===== config.mk =====
export PLATFORM = sky130hd
export DESIGN_NAME = oka_mul_seq
export DESIGN_NICKNAME = d
export VERILOG_FILES = /design/src/rtl/oka_pkg.sv /design/src/rtl/gf2_digit_mul.sv /design/src/rtl/oka_mul_seq.sv
export SDC_FILE = /design/constraint.sdc
export NUM_CORES = 2
export LEC_CHECK = 0
export BUFFER_PORTS_ARGS = -buffer_cell sky130_fd_sc_hd__buf_4
export CAP_MARGIN = 20
export CORE_MARGIN = 8
export CORE_UTILIZATION = 31
export DETAILED_ROUTE_END_ITERATION = 10
export SYNTH_ARGS = -nofsm -noshare
export SYNTH_HDL_FRONTEND = slang
export SYNTH_HIERARCHICAL = 1
export SYNTH_SLANG_ARGS = --single-unit

===== constraint.sdc =====
create_clock -name clk -period 4.35 [get_ports clk]
set_input_delay 1.305 -clock clk [delete_from_list [all_inputs] [get_ports clk]]
set_output_delay 1.305 -clock clk [all_outputs]
set_load 0.05 [all_outputs]

===== src/rtl/oka_pkg.sv =====
// Shared definitions for the sequential overlap-free Karatsuba GF(2)[x]
// multiplier: FSM state encoding and the elaboration-time helpers that
// derive the half-operand width H and the per-half-product cycle count K.
package oka_pkg;

    typedef enum logic [2:0] {
        IDLE,
        MUL_E,
        MUL_O,
        MUL_M,
        COMB,
        DONE
    } state_t;

    // ceil(log2(v)); clog2(1) = 0.
    function automatic int clog2(input int v);
        int r;
        r = 0;
        for (int i = 0; i < 31; i++) begin
            if ((1 << i) < v) r = i + 1;
        end
        return r;
    endfunction

    function automatic int ceil_div(input int n, input int d);
        return (n + d - 1) / d;
    endfunction

    // Half-operand width: even/odd split of an n-bit operand.
    function automatic int half_w(input int n);
        return (n + 1) / 2;
    endfunction

    // Cycles needed to run one H-bit half-product through a D-bit digit.
    function automatic int digit_cycles(input int n, input int d);
        return ceil_div(half_w(n), d);
    endfunction

endpackage


===== src/rtl/gf2_digit_mul.sv =====
// Combinational carry-less (GF(2)[x]) multiply of an H-bit operand by a
// D-bit digit.
//   a : H-bit operand
//   b : D-bit digit
//   p : H+D-1 bit carry-less product
module gf2_digit_mul #(
    parameter int H = 82,
    parameter int D = 8
) (
    input  logic [H-1:0]   a,
    input  logic [D-1:0]   b,
    output logic [H+D-2:0] p
);

    always_comb begin
        p = '0;
        for (int j = 0; j < D; j++) begin
            if (b[j]) p = p ^ ((H+D-1)'(a) << j);
        end
    end

endmodule


===== src/rtl/oka_mul_seq.sv =====
// Iterative overlap-free Karatsuba multiplier over GF(2)[x].
// Operands are split into even/odd-indexed halves; the three half-products
// Pe, Po, Pm are computed one after another on a shared H-by-D digit-serial
// multiplier and recombined by bit interleaving (no overlapping adds).
//   clk, rst_n          : clock, async active-low reset
//   a, b, in_valid      : operand pair, accepted when in_ready is high
//   in_ready            : high only in IDLE
//   y, out_valid        : unreduced 2N-1 bit product, held until out_ready
//   out_ready           : consumer accept
module oka_mul_seq
    import oka_pkg::*;
#(
    parameter int N = 163,
    parameter int D = 8
) (
    input  logic           clk,
    input  logic           rst_n,
    input  logic [N-1:0]   a,
    input  logic [N-1:0]   b,
    input  logic           in_valid,
    output logic           in_ready,
    output logic [2*N-2:0] y,
    output logic           out_valid,
    input  logic           out_ready
);

    localparam int H  = half_w(N);
    localparam int K  = digit_cycles(N, D);
    localparam int PW = 2*H - 1;           // half-product width
    localparam int MW = H + D - 1;         // digit-multiplier output width
    localparam int CW = (K > 1) ? clog2(K) : 1;
    localparam int YW = 2*N - 1;
    localparam int FW = 4*H - 1;           // interleaved width before trimming
    localparam logic [CW-1:0] I_LAST = CW'(K - 1);

    state_t          state;
    logic [N-1:0]    a_q, b_q;
    logic [CW-1:0]   i_q;
    logic [PW-1:0]   acc, pe, po, pm;

    // Odd N: the top odd half-bit falls off the operand and reads as 0.
    logic [2*H-1:0]  a_ext, b_ext;
    logic [H-1:0]    ae, ao, be, bo, op_a, op_b;
    logic [K*D-1:0]  op_b_pad;
    logic [D-1:0]    digit;
    logic [MW-1:0]   prod;
    logic [PW-1:0]   prod_x, part, acc_nxt;
    int              sh;

    always_comb begin
        a_ext = '0;
        b_ext = '0;
        a_ext[N-1:0] = a_q;
        b_ext[N-1:0] = b_q;
        ae = '0; ao = '0; be = '0; bo = '0;
        for (int k = 0; k < H; k++) begin
            ae[k] = a_ext[2*k];
            ao[k] = a_ext[2*k+1];
            be[k] = b_ext[2*k];
            bo[k] = b_ext[2*k+1];
        end
    end

    always_comb begin
        op_a = ae;
        op_b = be;
        case (state)
            MUL_O: begin op_a = ao;      op_b = bo;      end
            MUL_M: begin op_a = ae ^ ao; op_b = be ^ bo; end
            default: ;
        endcase
    end

    // Digits LSB first; the last digit is zero-padded when D does not divide H.
    always_comb begin
        op_b_pad = '0;
        op_b_pad[H-1:0] = op_b;
        sh = D * int'(i_q);
        digit = op_b_pad[sh +: D];
    end

    gf2_digit_mul #(.H(H), .D(D)) u_dmul (
        .a (op_a),
        .b (digit),
        .p (prod)
    );

    // MW <= PW since D <= H; bits shifted past PW are provably zero.
    always_comb begin
        prod_x = '0;
        prod_x[MW-1:0] = prod;
        part    = prod_x << sh;
        acc_nxt = acc ^ part;
    end

    // Recombination: y(x) = Pe(x^2) + x^2*Po(x^2) + x*Pc(x^2).
    logic [PW-1:0]   pc;
    logic [PW:0]     pe_x, po_sh;
    logic [FW-1:0]   y_full;

    always_comb begin
        pc     = pm ^ pe ^ po;
        pe_x   = {1'b0, pe};
        po_sh  = {po, 1'b0};
        y_full = '0;
        for (int k = 0; k < 2*H; k++) y_full[2*k]   = pe_x[k] ^ po_sh[k];
        for (int k = 0; k < PW; k++)  y_full[2*k+1] = pc[k];
    end

    // Odd N: the top interleaved bits are always zero and are dropped.
    generate
        if (FW > YW) begin : g_trim
            logic unused_top;
            assign unused_top = ^y_full[FW-1:YW];
        end
    endgenerate

    always_ff @(posedge clk or negedge rst_n) begin
        if (!rst_n) begin
            state     <= IDLE;
            in_ready  <= 1'b0;
            out_valid <= 1'b0;
            y         <= '0;
            a_q       <= '0;
            b_q       <= '0;
            i_q       <= '0;
            acc       <= '0;
            pe        <= '0;
            po        <= '0;
            pm        <= '0;
        end else begin
            case (state)
                IDLE: begin
                    if (in_valid && in_ready) begin
                        a_q      <= a;
                        b_q      <= b;
                        acc      <= '0;
                        i_q      <= '0;
                        in_ready <= 1'b0;
                        state    <= MUL_E;
                    end else begin
                        in_ready <= 1'b1;
                    end
                end
                MUL_E, MUL_O, MUL_M: begin
                    if (i_q == I_LAST) begin
                        acc <= '0;
                        i_q <= '0;
                        if (state == MUL_E) begin
                            pe    <= acc_nxt;
                            state <= MUL_O;
                        end else if (state == MUL_O) begin
                            po    <= acc_nxt;
                            state <= MUL_M;
                        end else begin
                            pm    <= acc_nxt;
                            state <= COMB;
                        end
                    end else begin
                        acc <= acc_nxt;
                        i_q <= i_q + CW'(1);
                    end
                end
                COMB: begin
                    y         <= y_full[YW-1:0];
                    out_valid <= 1'b1;
                    state     <= DONE;
                end
                DONE: begin
                    if (out_ready) begin
                        out_valid <= 1'b0;
                        in_ready  <= 1'b1;
                        state     <= IDLE;
                    end
                end
                default: state <= IDLE;
            endcase
        end
    end

endmodule


Word level (Yosys, flattened, before mapping)
Cells that the tools add are included.
- flip-flop bits (word level): 1310
- bits of input ports: 330
- output and inout bits: 327
- logic and storage cells: 240
- add/subtract/negate cells: 1
- equal/unequal tests: 9
- shift-type cells: 2
- mux-type cells: 27
- bitwise logic cells: 176
- reduce and logical (&&, ||, !) cells: 14
- operator list (kind ; number):
    89-bit 2-to-1 mux ; 7
    82-bit case mux with 2 select lines ; 2
    163-bit 2-to-1 mux ; 2
    163-bit case mux with 2 select lines ; 1
    162-bit bitwise XOR ; 2
    82-bit by 81-bit bitwise XOR with 82-bit output ; 2
    89-bit by 7-bit left shift with 163-bit output ; 1
    163-bit bitwise XOR ; 1
    1-bit bitwise XOR ; 162
    89-bit by 83-bit bitwise XOR with 89-bit output ; 1
    89-bit by 84-bit bitwise XOR with 89-bit output ; 1
    89-bit by 85-bit bitwise XOR with 89-bit output ; 1
    89-bit by 86-bit bitwise XOR with 89-bit output ; 1
    89-bit by 87-bit bitwise XOR with 89-bit output ; 1
    89-bit by 88-bit bitwise XOR with 89-bit output ; 1
    89-bit bitwise XOR ; 1
    88-bit by 8-bit indexed part select with 8-bit output ; 1
    82-bit 2-to-1 mux ; 1
    3-bit 2-to-1 mux ; 5
    3-bit case mux with 4 select lines ; 1
    4-bit 2-to-1 mux ; 2
    4-bit case mux with 2 select lines ; 1
    2-bit AND reduction ; 4
    4-bit AND reduction ; 2
    14 further kinds ; 25

Depth between registers and ports, before layout
- word-level depth: 22
- mapped depth: 22
- mapped depth without buffers: 14

Hierarchy
The synthesis kept the hierarchy.
- by module, submodules not included (module ; times used ; cells each ; area each (µm²) ; seq. area each (µm²)):
    oka_mul_seq ; 1 ; 6160 ; 63015.4 ; 32781.4
    gf2_digit_mul ; 1 ; 1376 ; 8948.6 ; 0.0

Least setup slack after synthesis
OpenSTA, ideal clock, no wires.
- path kind: register to register
- start point: reg i_q[0]
- end point: reg pm[134]
- setup time: 133 ps
- arrival: 3974 ps
- path slack: 244 ps
- cell stages (with the launch flop): 21
- path buffers: 8
- clock period less this slack: 4106 ps
- path through: dfrtp_1 -> buf_6 -> buf_6 -> buf_4 -> buf_4 -> buf_2 -> buf_4 -> a211oi_1 -> nor3_1 -> o311ai_0 -> buf_6 -> buf_6 -> nand2_1 -> xnor2_1 -> xnor2_1 -> xnor2_1 -> mux4_2 -> mux2_2 -> a21boi_1 -> o22a_1 -> o21ai_0
- elaborated cells on any way between the ends: 20
- classes of those cells: eq/ne: 1; shift: 2; mux: 8; bitwise: 8; reduce/logical: 1
- RTL lines (element ; line ; text):
    from (decl) ; oka_mul_seq.sv:38 ; logic [CW-1:0] i_q;
    from (signal assigned) ; oka_mul_seq.sv:161 ; i_q <= i_q + CW'(1);
    88-bit by 8-bit indexed part select with 8-bit output ; oka_mul_seq.sv:79 ; digit = op_b_pad[sh +: D];
    named net digit[7] ; oka_mul_seq.sv:45 ; logic [D-1:0] digit;
    89-bit 2-to-1 mux ; gf2_digit_mul.sv:18 ; if (b[j]) p = p ^ ((H+D-1)'(a) << j);
    named net prod[14] ; oka_mul_seq.sv:46 ; logic [MW-1:0] prod;
    89-bit by 7-bit left shift with 163-bit output ; oka_mul_seq.sv:92 ; part = prod_x << sh;
    163-bit bitwise XOR ; oka_mul_seq.sv:93 ; acc_nxt = acc ^ part;
    to (signal assigned) ; oka_mul_seq.sv:156 ; pm <= acc_nxt;
    to (decl) ; oka_mul_seq.sv:39 ; logic [PW-1:0] acc, pe, po, pm;
The timed path passes the listed nets, and every way through them passes these cells.
A chain may end at the register's enable or synchronous reset.

Worst setup path after layout
- start point: reg state[0]
- end point: reg pm[121]
- elaborated cells on any way between the ends: 27
- classes of those cells: eq/ne: 3; shift: 2; mux: 10; bitwise: 10; reduce/logical: 2
- RTL lines (element ; line ; text):
    from (decl) ; oka_mul_seq.sv:36 ; state_t state;
    from (signal assigned) ; oka_mul_seq.sv:120 ; state <= IDLE;
    from (signal assigned) ; oka_mul_seq.sv:140 ; state <= MUL_E;
    from (signal assigned) ; oka_mul_seq.sv:151 ; state <= MUL_O;
    3-bit by 2-bit equality test with 1-bit output ; oka_mul_seq.sv:67 ; case (state)
    82-bit case mux with 2 select lines * ; oka_mul_seq.sv:67 ;
    88-bit by 8-bit indexed part select with 8-bit output * ; oka_mul_seq.sv:79 ;
    named net digit[1] ; oka_mul_seq.sv:45 ;
    89-bit 2-to-1 mux * ; gf2_digit_mul.sv:18 ;
    89-bit by 84-bit bitwise XOR with 89-bit output ; gf2_digit_mul.sv:18 ;
    89-bit 2-to-1 mux * ; gf2_digit_mul.sv:18 ;
    89-bit by 85-bit bitwise XOR with 89-bit output ; gf2_digit_mul.sv:18 ;
    (+4 left out) ; - ;
    89-bit 2-to-1 mux * ; gf2_digit_mul.sv:18 ;
    89-bit by 88-bit bitwise XOR with 89-bit output ; gf2_digit_mul.sv:18 ;
    89-bit 2-to-1 mux * ; gf2_digit_mul.sv:18 ;
    89-bit bitwise XOR ; gf2_digit_mul.sv:18 ;
    89-bit 2-to-1 mux * ; gf2_digit_mul.sv:18 ;
    named net prod[57] ; oka_mul_seq.sv:46 ;
    89-bit by 7-bit left shift with 163-bit output * ; oka_mul_seq.sv:92 ;
    163-bit bitwise XOR * ; oka_mul_seq.sv:93 ;
The timed path passes the listed nets; every way through them passes the cells marked *.

==> results.sh <==
export IMPL_status="finished with violations"
export IMPL_failed_checks="negative setup slack"
export IMPL_num_fill_cells=21872
export IMPL_grt_pass1_vias=58971
export IMPL_port_buffers=656
export IMPL_dp_hpwl_um=197000
export IMPL_insertion_delay_ps=820
export IMPL_tns_ps=-206160
export IMPL_cp_max_fo=7
export IMPL_crit_required_ps=5100
export IMPL_clockBufferDepth=3
export IMPL_fmax_ghz=0.202
export IMPL_avgSynthCellArea_um2=9.55
export IMPL_clock_sinks=1310
export IMPL_synth_top_area_cell="dfrtp_1"
export IMPL_die_h_um=498
export IMPL_hp_class="in -> async"
export IMPL_cap_violations=0
export IMPL_cts_max_level=4
export IMPL_yosysWarnings=6
export IMPL_rows=177
export IMPL_io_pins=657
export IMPL_synth_area_leaders="dfrtp_1 (46%), xnor2_1 (9.9%), nand2_1 (9.7%)"
export IMPL_gp_congestion=0.961
export IMPL_wl_per_cell_um=22.8
export IMPL_grt_pass1_wl_um=393000
export IMPL_final_cell_mix="nand2_1 (1763), buf_4 (1353), dfrtp_1 (1303)"
export IMPL_cts_root_buf="clkbuf_16"
export IMPL_hold_ws_ps=408
export IMPL_ys_seq_area_share_pct=45.6
export IMPL_ys_async_sr_fraction_pct=100
export IMPL_tritoncts="built"
export IMPL_path_class="reg -> reg"
export IMPL_yosysUniqueCellTypes=89
export IMPL_fin_crit_ps=4960
export IMPL_wl_um=271000
export IMPL_syn_nets=7868
export IMPL_first_iter_violations=5078
export IMPL_grt_max_degree=150
export IMPL_antenna_found_initial=14
export IMPL_rsz0062_at_grt="yes"
export IMPL_crit_path_end_kind="flip-flop"
export IMPL_overflow=0
export IMPL_syn_inst=7536
export IMPL_regToRegSetupSlack_ps=-610
export IMPL_cts_hold_buf=0
export IMPL_layout_commonest_cell="nand2_1"
export IMPL_drt_pass1_iterations=6
export IMPL_grtUsageTotal_pct=20.6
export IMPL_core_mm2=0.232
export IMPL_dieWidth_um=498
export IMPL_max_slew_margin_pct=15.1
export IMPL_drive_above_1_share_pct=36.8
export IMPL_syn_area_mm2=0.0720
export IMPL_fin_nets=9084
export IMPL_period_share_pct=114
export IMPL_syn_to_final_growth_pct=37.1
export IMPL_dieArea_mm2=0.248
export IMPL_critPathLaunchType="flip-flop"
export IMPL_ys_flop_type="dfrtp_1"
export IMPL_avgViaCountPerCell=5.09
export IMPL_synth_seq_cells=1310
export IMPL_skew_ps=37.5
export IMPL_synth_top_area_share_pct=45.6
export IMPL_final_setup_viol_count=568
export IMPL_slew_viol_final=0
export IMPL_start_util_pct=31.1
export IMPL_tightest_slew_ps=1270
export IMPL_critPathArrivalTime_ps=5710
export IMPL_clk_pin_slew_worst_paths_ps=70
export IMPL_cts_buffers=145
export IMPL_report_final_hold_viol_count=0
export IMPL_ant_nets=0
export IMPL_drc=0
export IMPL_setup_ws_ps=-611
export IMPL_vias=60660
export IMPL_synth_edf_count=0
==> final timing paths <==
| check | from | end | cells past startpoint |
|---|---|---|---|
| min in group clk | y[172] | y[172] | 2 |
| max | state[0] | pm[121] | 21 |
| max reg2reg | state[0] | pm[121] | 21 |
| min | rst_n | y[59] | 1 |
| min reg2reg | y[172] | y[172] | 2 |
| max in group asynchronous | rst_n | y[273] | 2 |
==> per-layer routing <==
layer	track usage, %	vias to the layer above	part of all wire [%]
li1	-	27838	-
met1	29.3	30071	45
met2	31.3	2279	44
met3	3.87	454	7.1
met4	7.02	18	3.9
met5	0	-	0.043
==> per-stage QoR <==
step / std cells / utilization [%] / cell area [um2] / setup WS [ps]
final: 11916 / 42.6 / 98700 / -611
after floorplan: 7536 / - / 72000 / 244
after detailed placement: 11485 / 36.7 / 85100 / -1110
after CTS: 11822 / 40.3 / 93500 / -591
after global routing: 11912 / 42.6 / 98700 / -716
after global placement: 11485 / 36.7 / 85100 / -1090
==> cells by family after synthesis <==
logic type,after synthesis,synth area share (%)
compound gates,1543,12.3
xor+xnor,1159,14.6
fa+ha+maj,2,0.0348
buf+inv,626,4.48
flops,1310,45.6
mux,543,9.59
simple gates,2353,13.4
==> critical path: stages, from the launching register on <==
cell      delay (ps)
dfrtp_4          520
or3b_4           490
buf_8            180
buf_4            130
nand2_2           60
a41o_1           220
a211oi_4         100
o211ai_1         190
buf_4            180
buf_12           150
buf_12           130
buf_8            110
nand2_1           60
xnor2_1          290
xnor2_2          190
xnor2_2          180
buf_4            170
mux4_2           560
mux2_4           330
a211o_1          310
o21ai_4          120
mux2_4           200
==> final cells by class <==
type / instances / area, um2 / share of cell area, %
clock inverter: 57 / 836 / 0.847
clock buffer: 207 / 4140 / 4.20
multi-input combinational: 5601 / 42100 / 42.7
timing repair buffer: 1643 / 14700 / 14.9
sequential: 1310 / 32800 / 33.2
antenna: 4 / 10.0 / 0.0101
tap: 3043 / 3810 / 3.86
inverter: 51 / 191 / 0.194
==> synth_stat cells, types with 25 or more instances <==
| master | count |
|---|---|
| nand2_1 | 1859 |
| dfrtp_1 | 1310 |
| xnor2_1 | 810 |
| o21ai_0 | 745 |
| mux2_2 | 399 |
| a21oi_1 | 314 |
| xor2_1 | 302 |
| clkbuf_1 | 260 |
| buf_2 | 190 |
| nand3_1 | 174 |
| o21ai_1 | 110 |
| nor2_1 | 100 |
| mux4_2 | 77 |
| buf_6 | 67 |
| mux2i_1 | 67 |
| a31oi_1 | 51 |
| inv_1 | 49 |
| xnor2_2 | 47 |
| or3_1 | 40 |
| nor3_1 | 39 |
| nand2b_1 | 31 |
| a211oi_1 | 30 |
| buf_1 | 29 |
| a211o_1 | 25 |
==> flip-flops by register name (all words and copies together), names as in the netlist <==
| signal | flops |
|---|---|
| in_ready | 1 |
| a_q | 163 |
| acc | 163 |
| state | 3 |
| pm | 162 |
| po | 162 |
| b_q | 163 |
| i_q | 4 |
| y | 325 |
| pe | 163 |
| out_valid | 1 |
==> what timing repair did <==
| item | CTS | global route |
|---|---|---|
| setup endpoints to repair | 571 | 571 |
| gates resized for setup | 495 | 985 |
| pin swaps | 226 | 455 |
| gates cloned | 14 | 13 |
| setup buffers | 70 | 102 |
Power is left out: the tool's default activity adds up to more than one toggle a clock period on the data nets, which glitch-free logic cannot reach.
